===== config.mk =====
export PLATFORM = sky130hd
export DESIGN_NAME = inv_mix_columns_iter_flat
export DESIGN_NICKNAME = d
export VERILOG_FILES = /design/src/rtl/inv_mix_columns_iter_if.sv /design/src/rtl/inv_mix_columns_iter.sv /design/src/flat_wrapper.sv
export SDC_FILE = /design/constraint.sdc
export NUM_CORES = 1
export LEC_CHECK = 0
export CAP_MARGIN = 20
export CORE_MARGIN = 2
export CORE_UTILIZATION = 51
export DETAILED_ROUTE_END_ITERATION = 7
export PLACE_DENSITY = 0.81
export SYNTH_ARGS = -nofsm -noshare
export SYNTH_HDL_FRONTEND = slang
export SYNTH_SLANG_ARGS = --single-unit
export TNS_END_PERCENT = 100

===== constraint.sdc =====
create_clock -name clk -period 3.5 [get_ports clk]
set_input_delay 0.35 -clock clk [delete_from_list [all_inputs] [get_ports clk]]
set_output_delay 0.35 -clock clk [all_outputs]
set_load 0.01 [all_outputs]

===== src/rtl/inv_mix_columns_iter_if.sv =====
// inv_mix_columns_iter_if: handshake bundle for the iterative InvMixColumns engine
// in_valid/in_ready/in_state : input state channel (producer -> engine)
// out_valid/out_ready/out_state : result channel (engine -> consumer)
// fwd : forward-matrix select, present only with MIXCOL_FWD_EN
// master = producer/consumer side, slave = engine side
interface inv_mix_columns_iter_if;
    logic         in_valid;
    logic         in_ready;
    logic [127:0] in_state;
    logic         out_valid;
    logic         out_ready;
    logic [127:0] out_state;
`ifdef MIXCOL_FWD_EN
    logic         fwd;
    modport master (output in_valid, in_state, out_ready, fwd, input in_ready, out_valid, out_state);
    modport slave (input in_valid, in_state, out_ready, fwd, output in_ready, out_valid, out_state);
`else
    modport master (output in_valid, in_state, out_ready, input in_ready, out_valid, out_state);
    modport slave (input in_valid, in_state, out_ready, output in_ready, out_valid, out_state);
`endif
endinterface


===== src/rtl/inv_mix_columns_iter.sv =====
// inv_mix_columns_iter: iterative AES InvMixColumns, one column per clock
// clk, rst : single clock, synchronous active-high reset
// bus      : inv_mix_columns_iter_if.slave (in/out valid-ready channels, 128-bit states)
// byte(r,c) lives at bits [127-8*(4r+c) -: 8]
// MIXCOL_FWD_EN : adds bus.fwd, sampled at accept, selecting the forward matrix
module inv_mix_columns_iter (
    input logic clk,
    input logic rst,
    inv_mix_columns_iter_if.slave bus
);
    localparam logic [1:0] IDLE = 2'd0;
    localparam logic [1:0] BUSY = 2'd1;
    localparam logic [1:0] DONE = 2'd2;
    logic [1:0]   st;
    logic [1:0]   col;
    logic [127:0] work;
    logic [127:0] res;
    logic [7:0]   s[4];
    logic [7:0]   x2[4];
    logic [7:0]   x4[4];
    logic [7:0]   x8[4];
    logic [7:0]   o[4];
    logic         accept;
`ifdef MIXCOL_FWD_EN
    logic         fwd_q;
`endif
    function automatic logic [7:0] xt(input logic [7:0] x);
        return {x[6:0], 1'b0} ^ (x[7] ? 8'h1b : 8'h00);
    endfunction
    assign bus.in_ready  = (st == IDLE) | ((st == DONE) & bus.out_ready);
    assign bus.out_valid = st == DONE;
    assign bus.out_state = res;
    assign accept        = bus.in_valid & bus.in_ready;
    for (genvar i = 0; i < 4; i++) begin : g_mul
        assign s[i]  = work[127 - 32*i - 8*col -: 8];
        assign x2[i] = xt(s[i]);
        assign x4[i] = xt(x2[i]);
        assign x8[i] = xt(x4[i]);
    end
    // row i sees the column rotated by i: coefficient k applies to s[(i+k)%4]
    for (genvar i = 0; i < 4; i++) begin : g_row
        logic [7:0] inv_b;
        assign inv_b = (x8[i] ^ x4[i] ^ x2[i])
                     ^ (x8[(i+1)%4] ^ x2[(i+1)%4] ^ s[(i+1)%4])
                     ^ (x8[(i+2)%4] ^ x4[(i+2)%4] ^ s[(i+2)%4])
                     ^ (x8[(i+3)%4] ^ s[(i+3)%4]);
`ifdef MIXCOL_FWD_EN
        logic [7:0] fwd_b;
        assign fwd_b = x2[i] ^ x2[(i+1)%4] ^ s[(i+1)%4] ^ s[(i+2)%4] ^ s[(i+3)%4];
        assign o[i]  = fwd_q ? fwd_b : inv_b;
`else
        assign o[i]  = inv_b;
`endif
    end
    always_ff @(posedge clk) begin
        if (rst) begin
            st   <= IDLE;
            col  <= 2'd0;
            work <= 128'h0;
            res  <= 128'h0;
`ifdef MIXCOL_FWD_EN
            fwd_q <= 1'b0;
`endif
        end else if (accept) begin
            st   <= BUSY;
            col  <= 2'd0;
            work <= bus.in_state;
`ifdef MIXCOL_FWD_EN
            fwd_q <= bus.fwd;
`endif
        end else if (st == BUSY) begin
            for (int r = 0; r < 4; r++) res[127 - 32*r - 8*col -: 8] <= o[r];
            col <= col + 2'd1;
            st  <= (col == 2'd3) ? DONE : BUSY;
        end else if (st == DONE && bus.out_ready) begin
            st <= IDLE;
        end
    end
endmodule


===== src/flat_wrapper.sv =====
// flat-port wrapper written by rule: the top's interface ports become plain ports
module inv_mix_columns_iter_flat 
  (clk, rst, bus_in_valid, bus_in_state, bus_out_ready, bus_in_ready, bus_out_valid, bus_out_state);
  inv_mix_columns_iter_if bus_i ();
  input logic clk;
  input logic rst;
  input wire logic [$bits(bus_i.in_valid)-1:0] bus_in_valid;
  input wire logic [$bits(bus_i.in_state)-1:0] bus_in_state;
  input wire logic [$bits(bus_i.out_ready)-1:0] bus_out_ready;
  output wire logic [$bits(bus_i.in_ready)-1:0] bus_in_ready;
  output wire logic [$bits(bus_i.out_valid)-1:0] bus_out_valid;
  output wire logic [$bits(bus_i.out_state)-1:0] bus_out_state;
  assign bus_i.in_valid = bus_in_valid;
  assign bus_i.in_state = bus_in_state;
  assign bus_i.out_ready = bus_out_ready;
  assign bus_in_ready = bus_i.in_ready;
  assign bus_out_valid = bus_i.out_valid;
  assign bus_out_state = bus_i.out_state;
  inv_mix_columns_iter u_core (.clk(clk), .rst(rst), .bus(bus_i));
endmodule

; ---- Word level (Yosys, flattened, before mapping)
; Cells that the tools add are included.
[classes]
n_addsub = 9
mux = 20
shifts = 12
reduce_logical = 6
bitwise_logic = 52
n_eq_ne = 3
[op_table]
columns = op, n
row1 = variable shift 8 x 34 -> 135 bit (first input constant), 4
row2 = variable part select 135 x 33 -> 8 bit, 4
row3 = variable part select 8 x 34 -> 135 bit, 4
row4 = bitwise mux 128 bit, 4
row5 = bitwise XOR 8 bit, 48
row6 = negation 32 -> 34 bit, 4
row7 = two-way mux 5 bit, 12
row8 = subtractor 7 x 5 -> 8 bit (first input constant), 2
row9 = subtractor 6 x 5 -> 7 bit (first input constant), 1
row10 = two-way mux 2 bit, 3
row11 = subtractor 5 x 5 -> 6 bit (first input constant), 1
row12 = == test 2 bit (second input constant), 2
row13 = nonzero test 3 bit, 1
row14 = adder 2 x 1 -> 2 bit (second input constant), 1
row15 = bitwise AND 1 bit, 2
row16 = == test 2 x 1 -> 1 bit (second input constant), 1
row17 = logical NOT 2 bit, 1
row18 = AND reduction 2 bit, 1
row19 = nonzero test 2 bit, 1
row20 = OR reduction 2 bit, 1
row21 = logical AND 1 bit, 1
row22 = two-way mux 1 bit, 1
row23 = NOT 1 bit, 1
row24 = OR 1 bit, 1
[totals]
output_inout_bits = 130
inputBits = 132
reg_bits = 260
elab_cells = 107

; ---- Longest topological paths before layout
; Gate-level depths: netlist of the first run.
[depth]
ltp_word = 18
ltp_mapped = 11
mapped_depth_nobuf = 6

; ---- Least setup slack after synthesis of the first run
; No wires, ideal clock.
[synth_path]
path_kind = register to register
from = reg u_core.col[0]
to = reg u_core.res[11] (netlist: u_core.bus.out_state[11])
path_buffers = 1
slack_ns = 0.437
t_arrival_ns = 2.946
setup_time_ns = 0.117
required_ns = 3.383
period_less_slack_ns = 3.063
path_stages_with_launch = 8
cell_sequence = dfxtp_1 -> buf_6 -> mux4_2 -> xnor2_4 -> xnor3_2 -> xnor2_2 -> xnor3_1 -> a22o_1
[synth_via]
elab_chain_len = 16
elab_cells_between_ends = 84
classes_between = add/sub: 8 / shift: 12 / mux: 16 / bitwise: 48
[synth_rtl]
columns = item, line_no
row1 = "start, declared", inv_mix_columns_iter.sv:15  ; logic [1:0] col;
row2 = "start signal, assigned", inv_mix_columns_iter.sv:73  ; col <= col + 2'd1;
row3 = subtractor 7 x 5 -> 8 bit, "inv_mix_columns_iter.sv:35, inv_mix_columns_iter.sv:72"
row4 = variable part select 135 x 33 -> 8 bit, inv_mix_columns_iter.sv:35  ; assign s[i] = work[127 - 32*i - 8*col -: 8];
row5 = bitwise XOR 8 bit / two-way mux 5 bit (equally long branches) (2 in a row), inv_mix_columns_iter.sv:28  ; return {x[6:0], 1'b0} ^ (x[7] ? 8'h1b : 8'h00);
row6 = two-way mux 5 bit / bitwise XOR 8 bit (equally long branches), inv_mix_columns_iter.sv:28
row7 = bitwise XOR 8 bit, inv_mix_columns_iter.sv:28
row8 = "bitwise XOR 8 bit, on equally long branches", "inv_mix_columns_iter.sv:43, inv_mix_columns_iter.sv:45, inv_mix_columns_iter.sv:44"
row9 = "bitwise XOR 8 bit, on equally long branches", "inv_mix_columns_iter.sv:43, inv_mix_columns_iter.sv:44"
row10 = bitwise XOR 8 bit, inv_mix_columns_iter.sv:44  ; ^ (x8[(i+1)%4] ^ x2[(i+1)%4] ^ s[(i+1)%4])
row11 = bitwise XOR 8 bit, inv_mix_columns_iter.sv:45  ; ^ (x8[(i+2)%4] ^ x4[(i+2)%4] ^ s[(i+2)%4])
row12 = bitwise XOR 8 bit, inv_mix_columns_iter.sv:46  ; ^ (x8[(i+3)%4] ^ s[(i+3)%4]);
row13 = variable part select 8 x 34 -> 135 bit, inv_mix_columns_iter.sv:72  ; for (int r = 0; r < 4; r++) res[127 - 32*r - 8*col -: 8] <= o[r];
row14 = bitwise mux 128 bit (3 in a row), inv_mix_columns_iter.sv:72
row15 = bitwise mux 128 bit *, inv_mix_columns_iter.sv:72
row16 = "end signal, assigned", inv_mix_columns_iter.sv:60  ; res <= 128'h0;
row17 = "end, declared", inv_mix_columns_iter.sv:17  ; logic [127:0] res;
; Mark *: on every way between the ends. The rest lies on a longest branch, timed or not.
; A chain may end at the register's enable or synchronous reset.

; ---- Worst setup path in the final report of the first run
[layout_path]
from = reg u_core.col[0]
to = reg u_core.res[108] (netlist: u_core.bus.out_state[108])
; Same word-level chain as after synthesis.

==> impl_metrics.py, run 1 <==
metrics = {
    "status": {
        "outcome": "completed",
    },
    "cells_and_area": {
        "drive_gt1_share_pct": 8.74,
        "final_util_pct": 69.7,
        "nNetsFinal": 1501,
        "area_growth_pct": 33.3,
        "stdcell_area_um2": 15300,
        "nFillCells": 1625,
        "antennaDiodeCount": 0,
    },
    "timing": {
        "clock_skew_ns": 0.00832,
        "fmax_mhz": 311,
        "hold_viol": 0,
        "final.setup.tns_ns": 0,
        "fin_crit_sh_pct": 91.8,
        "slew-limit-headroom_pct": 48.4,
        "rsz0062_at_grt": "false",
        "finalCriticalPeriod_ns": 3.21,
        "tightestPinTransition_ns": 0.771,
        "setup-violations-final": 0,
        "slew_viol_final": 0,
        "hold_slack_ns": 0.365,
    },
    "placed_design": {
        "numPortBuffers": 261,
        "gp_congestion": 0.935,
        "placed_area_um2": 14300,
        "dp_hpwl_mm": 23.1,
    },
    "setup_path": {
        "cp.arrival_ns": 3.68,
        "r2r_setup_slack_ns": 0.29,
        "worst_path_most_repeated_cell": "xnor3_1",
        "cp_cell_sequence": "buf_12 > mux4_1 > xnor3_1 > xnor3_1 > xnor3_1 > xnor2_1 > a22o_1",
        "cp_max_fo": 21,
        "critPathLaunchType": "flip-flop",
        "cpPeakStageDelay_ns": 0.64,
        "critical_path_class": "flip-flop to flip-flop",
        "crit_slowest_cell": "mux4_1",
        "path_buf_inv": 1,
        "end_kind": "flip-flop",
        "critical-path-top-delay-family": "XOR/XNOR gates",
        "worstPathRequired_ns": 3.97,
    },
    "detailed_routing": {
        "drc": 0,
        "vias": 9363,
        "ant_nets": 0,
        "wl_per_cell_um": 19.2,
        "dr.pass1.iters": 5,
        "drt-total-wl_mm": 31.9,
        "via_per_inst": 5.63,
        "drtIter0Drc": 720,
    },
    "synthesis": {
        "syn_area_per_cell_um2": 10.1,
        "synth_cell_type_count": 29,
        "ys_seq_elements": 260,
        "seq_area_frac_synth_pct": 45.5,
        "netlist_area_um2": 11400,
        "synthCells": 1131,
        "yosysWarnings": 0,
        "synth_nets": 1267,
    },
    "floorplan": {
        "start_util_pct": 52.3,
        "core_um2": 21900,
        "dieArea_um2": 23700,
        "num_rows": 54,
        "die_w_um": 154,
        "ios": 262,
        "fp.dieH_um": 154,
    },
    "global_route": {
        "grt_usage_pct": 26.3,
        "overflow": 0,
        "grt_pass1_vias": 9068,
        "grt_pass1_wl_mm": 50.1,
        "antenna_found_initial": 0,
        "grt_max_degree": 173,
    },
    "clocking": {
        "cts_num_sinks": 260,
        "post_cts_buffers": 0,
        "holdBufCountCts": 0,
        "clk_pin_slew_ns": 0.06,
        "cts_buffers": 26,
        "cts_tree": "done",
        "h-tree-depth": 1,
        "insertion_delay_ns": 0.53,
        "post_cts_resized": 0,
        "ctsLongestPathBuffers": 3,
        "clock-root-buffer": "clkbuf_16",
    },
    "pwr": {
        "max-vdd-ir-drop_uv": 430,
        "leakagePower_nw": 5.78,
        "power_density_nw_per_um2": 614,
    },
    "worst_hold_path": {
        "hold_class": "input port to flip-flop",
    },
    "job": {
        "drv_cap": 0,
    },
}
## cells in the mapped netlist
cell,instances,area (um^2)
nand2_1,262,983
dfxtp_1,260,5200
a21oi_1,135,676
xnor2_1,100,876
a22o_1,88,771
clkbuf_1,71,267
nor2_1,43,161
a22oi_1,40,300
xnor3_1,30,676
mux4_2,29,653
xor2_1,19,166
nor3_1,7,35.0
xnor2_4,6,165
buf_2,4,20.0
ha_1,4,50.1
inv_1,4,15.0
xor3_1,4,95.1
buf_4,3,22.5
mux4_1,3,78.8
nor4_1,3,18.8
xnor2_2,3,48.8
buf_6,2,22.5
buf_8,2,30.0
nor2b_1,2,12.5
xnor3_2,2,47.6
xor2_2,2,32.5
and2_1,1,6.26
buf_1,1,3.75
o21ai_0,1,5.00
## worst paths after layout
check,start,to,depth (start not counted)
max,u_core.col[0],u_core.bus.out_state[108],7
min,bus_in_state[33],u_core.work[33],3
max reg2reg,u_core.col[0],u_core.bus.out_state[108],7
min reg2reg,u_core.work[105],u_core.work[105],2
## through the flow
stage	setup slack [ns]	total power, mW	std cells
finish	0.286	9.38	1664
global route	0.168	9.74	1664
floorplan	0.437	5.41	1131
detailed placement	0.328	6.43	1617
global placement	0.362	6.37	1617
CTS	0.285	9.38	1664
## worst min-delay path, stage by stage
cell,delay [ns]
clkdlybuf4s50_1,0.39
nand2_1,0.05
a21oi_1,0.05
## final cells by class
class | instances | area (um^2) | area share [%]
clock buffers | 38 | 777 | 5.09
clock inverters | 9 | 148 | 0.968
inverters | 4 | 15.0 | 0.0984
multi-input cells | 784 | 5890 | 38.6
flip-flops and latches | 260 | 5210 | 34.1
well taps | 280 | 350 | 2.30
repair buffers | 289 | 2870 | 18.8
## flip-flops by register name, indices dropped and copies added, names as in the netlist
signal	cells
u_core.bus.out_state	128
u_core.col	2
u_core.st	2
u_core.work	128
## placed cells by master, fill, tap and decap left out, types with 2 or more instances in the layout
cell,synthesis,routed
a21oi_1,135,135
a22o_1,88,88
a22oi_1,40,40
buf_12,0,4
buf_4,3,25
bufinv_16,0,4
clkbuf_1,71,5
clkbuf_16,0,27
clkbuf_8,0,6
clkdlybuf4s50_1,0,260
clkinv_2,0,4
dfxtp_1,260,258
dfxtp_2,0,2
ha_1,4,4
inv_1,4,4
mux4_1,3,3
mux4_2,29,29
nand2_1,262,261
nor2_1,43,43
nor2b_1,2,2
nor3_1,7,6
nor4_2,0,3
xnor2_1,100,100
xnor2_2,3,3
xnor2_4,6,6
xnor3_1,30,30
xnor3_2,2,2
xor2_1,19,19
xor2_2,2,2
xor3_1,4,4
## per-layer routing
layer,part of all wire [%],wire [um],global-route usage (%),vias up
met2,48,15300,44.4,441
met5,0,0,0,-
met3,7.7,2460,4.23,56
met4,2.6,831,7.51,0
met1,42,13300,35.2,4490
li1,-,-,-,4376
## power by group
part | leakage, nW | internal, mW | switching (mW)
Sequential | 2.12 | 3.15 | 0.112
Combinational | 3.21 | 1.49 | 1.66
Clock | 0.454 | 1.83 | 1.13
## cell families (layout without fill, tap and decap cells)
logic type | after synthesis | after routing | share of synthesized area, %
mux | 32 | 32 | 6.40
flops | 260 | 260 | 45.5
compound gates | 264 | 264 | 15.3
simple gates | 318 | 318 | 10.6
fa+ha+maj | 4 | 4 | 0.437
xor+xnor | 166 | 166 | 18.4
buf+inv | 87 | 340 | 3.32
Note: power is estimated with default switching activity, not from simulation.
==> inputs of run 2 (changes only) <==
--- a/config.mk
+++ b/config.mk
@@ -7,9 +7,10 @@
 export LEC_CHECK = 0
 export CAP_MARGIN = 20
 export CORE_MARGIN = 2
-export CORE_UTILIZATION = 51
+export CORE_UTILIZATION = 54
 export DETAILED_ROUTE_END_ITERATION = 7
-export PLACE_DENSITY = 0.81
+export GPL_TIMING_DRIVEN = 0
+export PLACE_DENSITY = 0.85
 export SYNTH_ARGS = -nofsm -noshare
 export SYNTH_HDL_FRONTEND = slang
 export SYNTH_SLANG_ARGS = --single-unit
==> constraint.sdc (replaced) <==
create_clock -name clk -period 4 [get_ports clk]
set_input_delay 0.4 -clock clk [delete_from_list [all_inputs] [get_ports clk]]
set_output_delay 0.4 -clock clk [all_outputs]
set_load 0.01 [all_outputs]
==> impl_metrics.py, run 2 (same netlist as run 1, synthesis figures left out) <==
metrics = {
    "setup_path": {
        "cp_max_fo": 10,
        "worst_path_most_repeated_cell": "buf_4",
        "end_kind": "flip-flop",
        "r2r_setup_slack_ns": 0.13,
        "cp.arrival_ns": 4.33,
        "cpPeakStageDelay_ns": 0.49,
        "worstPathRequired_ns": 4.47,
        "cp_cell_sequence": "buf_4 > buf_4 > buf_4 > buf_2 > mux4_2 > buf_2 > xnor2_1 > xnor2_1 > xnor3_1 > xor2_1 > a22o_1",
        "critical_path_class": "flip-flop to flip-flop",
        "path_buf_inv": 5,
        "crit_slowest_cell": "xor2_1",
        "critPathLaunchType": "flip-flop",
        "critical-path-top-delay-family": "XOR/XNOR gates",
    },
    "timing": {
        "finalCriticalPeriod_ns": 3.87,
        "tightestPinTransition_ns": 0.899,
        "timing.final.ws_setup_ns": 0.134,
        "setup-violations-final": 0,
        "fin_crit_sh_pct": 96.6,
        "hold_slack_ns": 0.416,
        "rsz0062_at_grt": "false",
        "final.setup.tns_ns": 0,
        "slew-limit-headroom_pct": 39.5,
        "hold_viol": 0,
        "clock_skew_ns": 0.00796,
        "fmax_mhz": 259,
        "slew_viol_final": 0,
    },
    "job": {
        "drv_cap": 0,
    },
    "detailed_routing": {
        "drc": 0,
        "wl_per_cell_um": 20.3,
        "drt-total-wl_mm": 34.9,
        "drtIter0Drc": 719,
        "dr.pass1.iters": 5,
        "via_per_inst": 5.75,
        "vias": 9867,
        "ant_nets": 0,
    },
    "pwr": {
        "power_density_nw_per_um2": 544,
        "switching_share_pct": 32.6,
        "p_seq_share_pct": 34.3,
        "switching_power_mw": 2.72,
        "pwr-share-clk_pct": 31.0,
        "max-vdd-ir-drop_uv": 442,
        "power_frac_comb_pct": 34.7,
        "internal_power_mw": 5.62,
        "leakagePower_nw": 5.78,
    },
    "clocking": {
        "cts_tree": "done",
        "ctsLongestPathBuffers": 3,
        "post_cts_resized": 0,
        "cts_num_sinks": 260,
        "h-tree-depth": 1,
        "cts_buffers": 26,
        "holdBufCountCts": 0,
        "clock-root-buffer": "clkbuf_16",
        "insertion_delay_ns": 0.53,
        "clk_pin_slew_ns": 0.06,
        "post_cts_buffers": 0,
    },
    "floorplan": {
        "start_util_pct": 54.8,
        "num_rows": 53,
        "ios": 262,
        "die_w_um": 150,
        "fp.dieH_um": 150,
        "core_um2": 20900,
        "dieArea_um2": 22400,
    },
    "cells_and_area": {
        "area_growth_pct": 34.0,
        "antennaDiodeCount": 0,
        "nNetsFinal": 1558,
        "drive_gt1_share_pct": 7.08,
        "final_common_cell": "nand2_1",
        "nFillCells": 1414,
        "final_cell_mix": "nand2_1, clkdlybuf4s50_1, dfxtp_1",
    },
    "status": {
        "outcome": "completed",
    },
    "global_route": {
        "grt_max_degree": 15,
        "grt_pass1_wl_mm": 53.1,
        "antenna_found_initial": 0,
        "grt_pass1_vias": 9808,
        "overflow": 0,
        "grt_usage_pct": 30.6,
    },
    "placed_design": {
        "pre_cts_ws_ns": 0.249,
        "gp_congestion": 0.954,
        "numPortBuffers": 260,
        "dp_hpwl_mm": 26.0,
    },
    "worst_hold_path": {
        "hold_class": "input port to flip-flop",
    },
}
run 2: cell count changes in the layout (fill, tap and decap cells not counted), moves of 3 or more:
cell,previous run,this run
clkbuf_1,5,72
buf_4,25,4
buf_12,4,0
buf_2,0,4
clkinv_2,4,8
nor4_1,0,3
nor4_2,3,0
run 2: layout make-up:
type / instances / area (um^2) / share of cell area, %
timing repair buffer: 263 / 2630 / 17.1
sequential: 260 / 5200 / 33.9
multi-input combinational: 784 / 5860 / 38.2
tap: 275 / 344 / 2.24
clock buffer: 33 / 748 / 4.88
buffer: 83 / 365 / 2.38
clock inverter: 14 / 176 / 1.15
inverter: 4 / 15.0 / 0.0979
run 2: power groups by stage:
stage               Sequential (mW)  Combinational (mW)  Clock (mW)
floorplan                      2.92                1.82           0
global placement               2.90                2.77           0
detailed placement             2.91                2.82           0
CTS                            2.85                2.86        2.59
global route                   2.87                3.03        2.70
finish                         2.86                2.90        2.59
run 2: worst register-to-register path, stage by stage, from the launching register on:
cell	delay, ns
dfxtp_1	0.41
buf_4	0.28
buf_4	0.27
buf_4	0.26
buf_2	0.37
mux4_2	0.39
buf_2	0.21
xnor2_1	0.24
xnor2_1	0.21
xnor3_1	0.47
xor2_1	0.49
a22o_1	0.23
run 2: through the flow:
stage / utilization (%) / cell area (um^2) / instances / power (mW)
floorplan: - / 11400 / 1131 / 4.74
global placement: 68.9 / 14400 / 1666 / 5.66
CTS: 73.4 / 15300 / 1714 / 8.30
finish: 73.4 / 15300 / 1716 / 8.34
global route: 73.4 / 15300 / 1716 / 8.59
detailed placement: 68.9 / 14400 / 1667 / 5.73
run 2: final timing paths:
check                                       start                       end  cells past startpoint
worst min-delay path            bus_in_state[122]          u_core.work[122]                      3
worst min register to register    u_core.work[65]           u_core.work[65]                      2
worst max-delay path                u_core.col[1]  u_core.bus.out_state[22]                     11
worst max register to register      u_core.col[1]  u_core.bus.out_state[22]                     11
run 2: routing by layer:
layer  GRT usage, %  vias up  part of all wire (%)
li1               -     4493                     -
met1           38.2     4728                    38
met2           54.6      558                    50
met3           4.27       88                   8.6
met4           10.1        0                   3.0
met5              0        -                     0
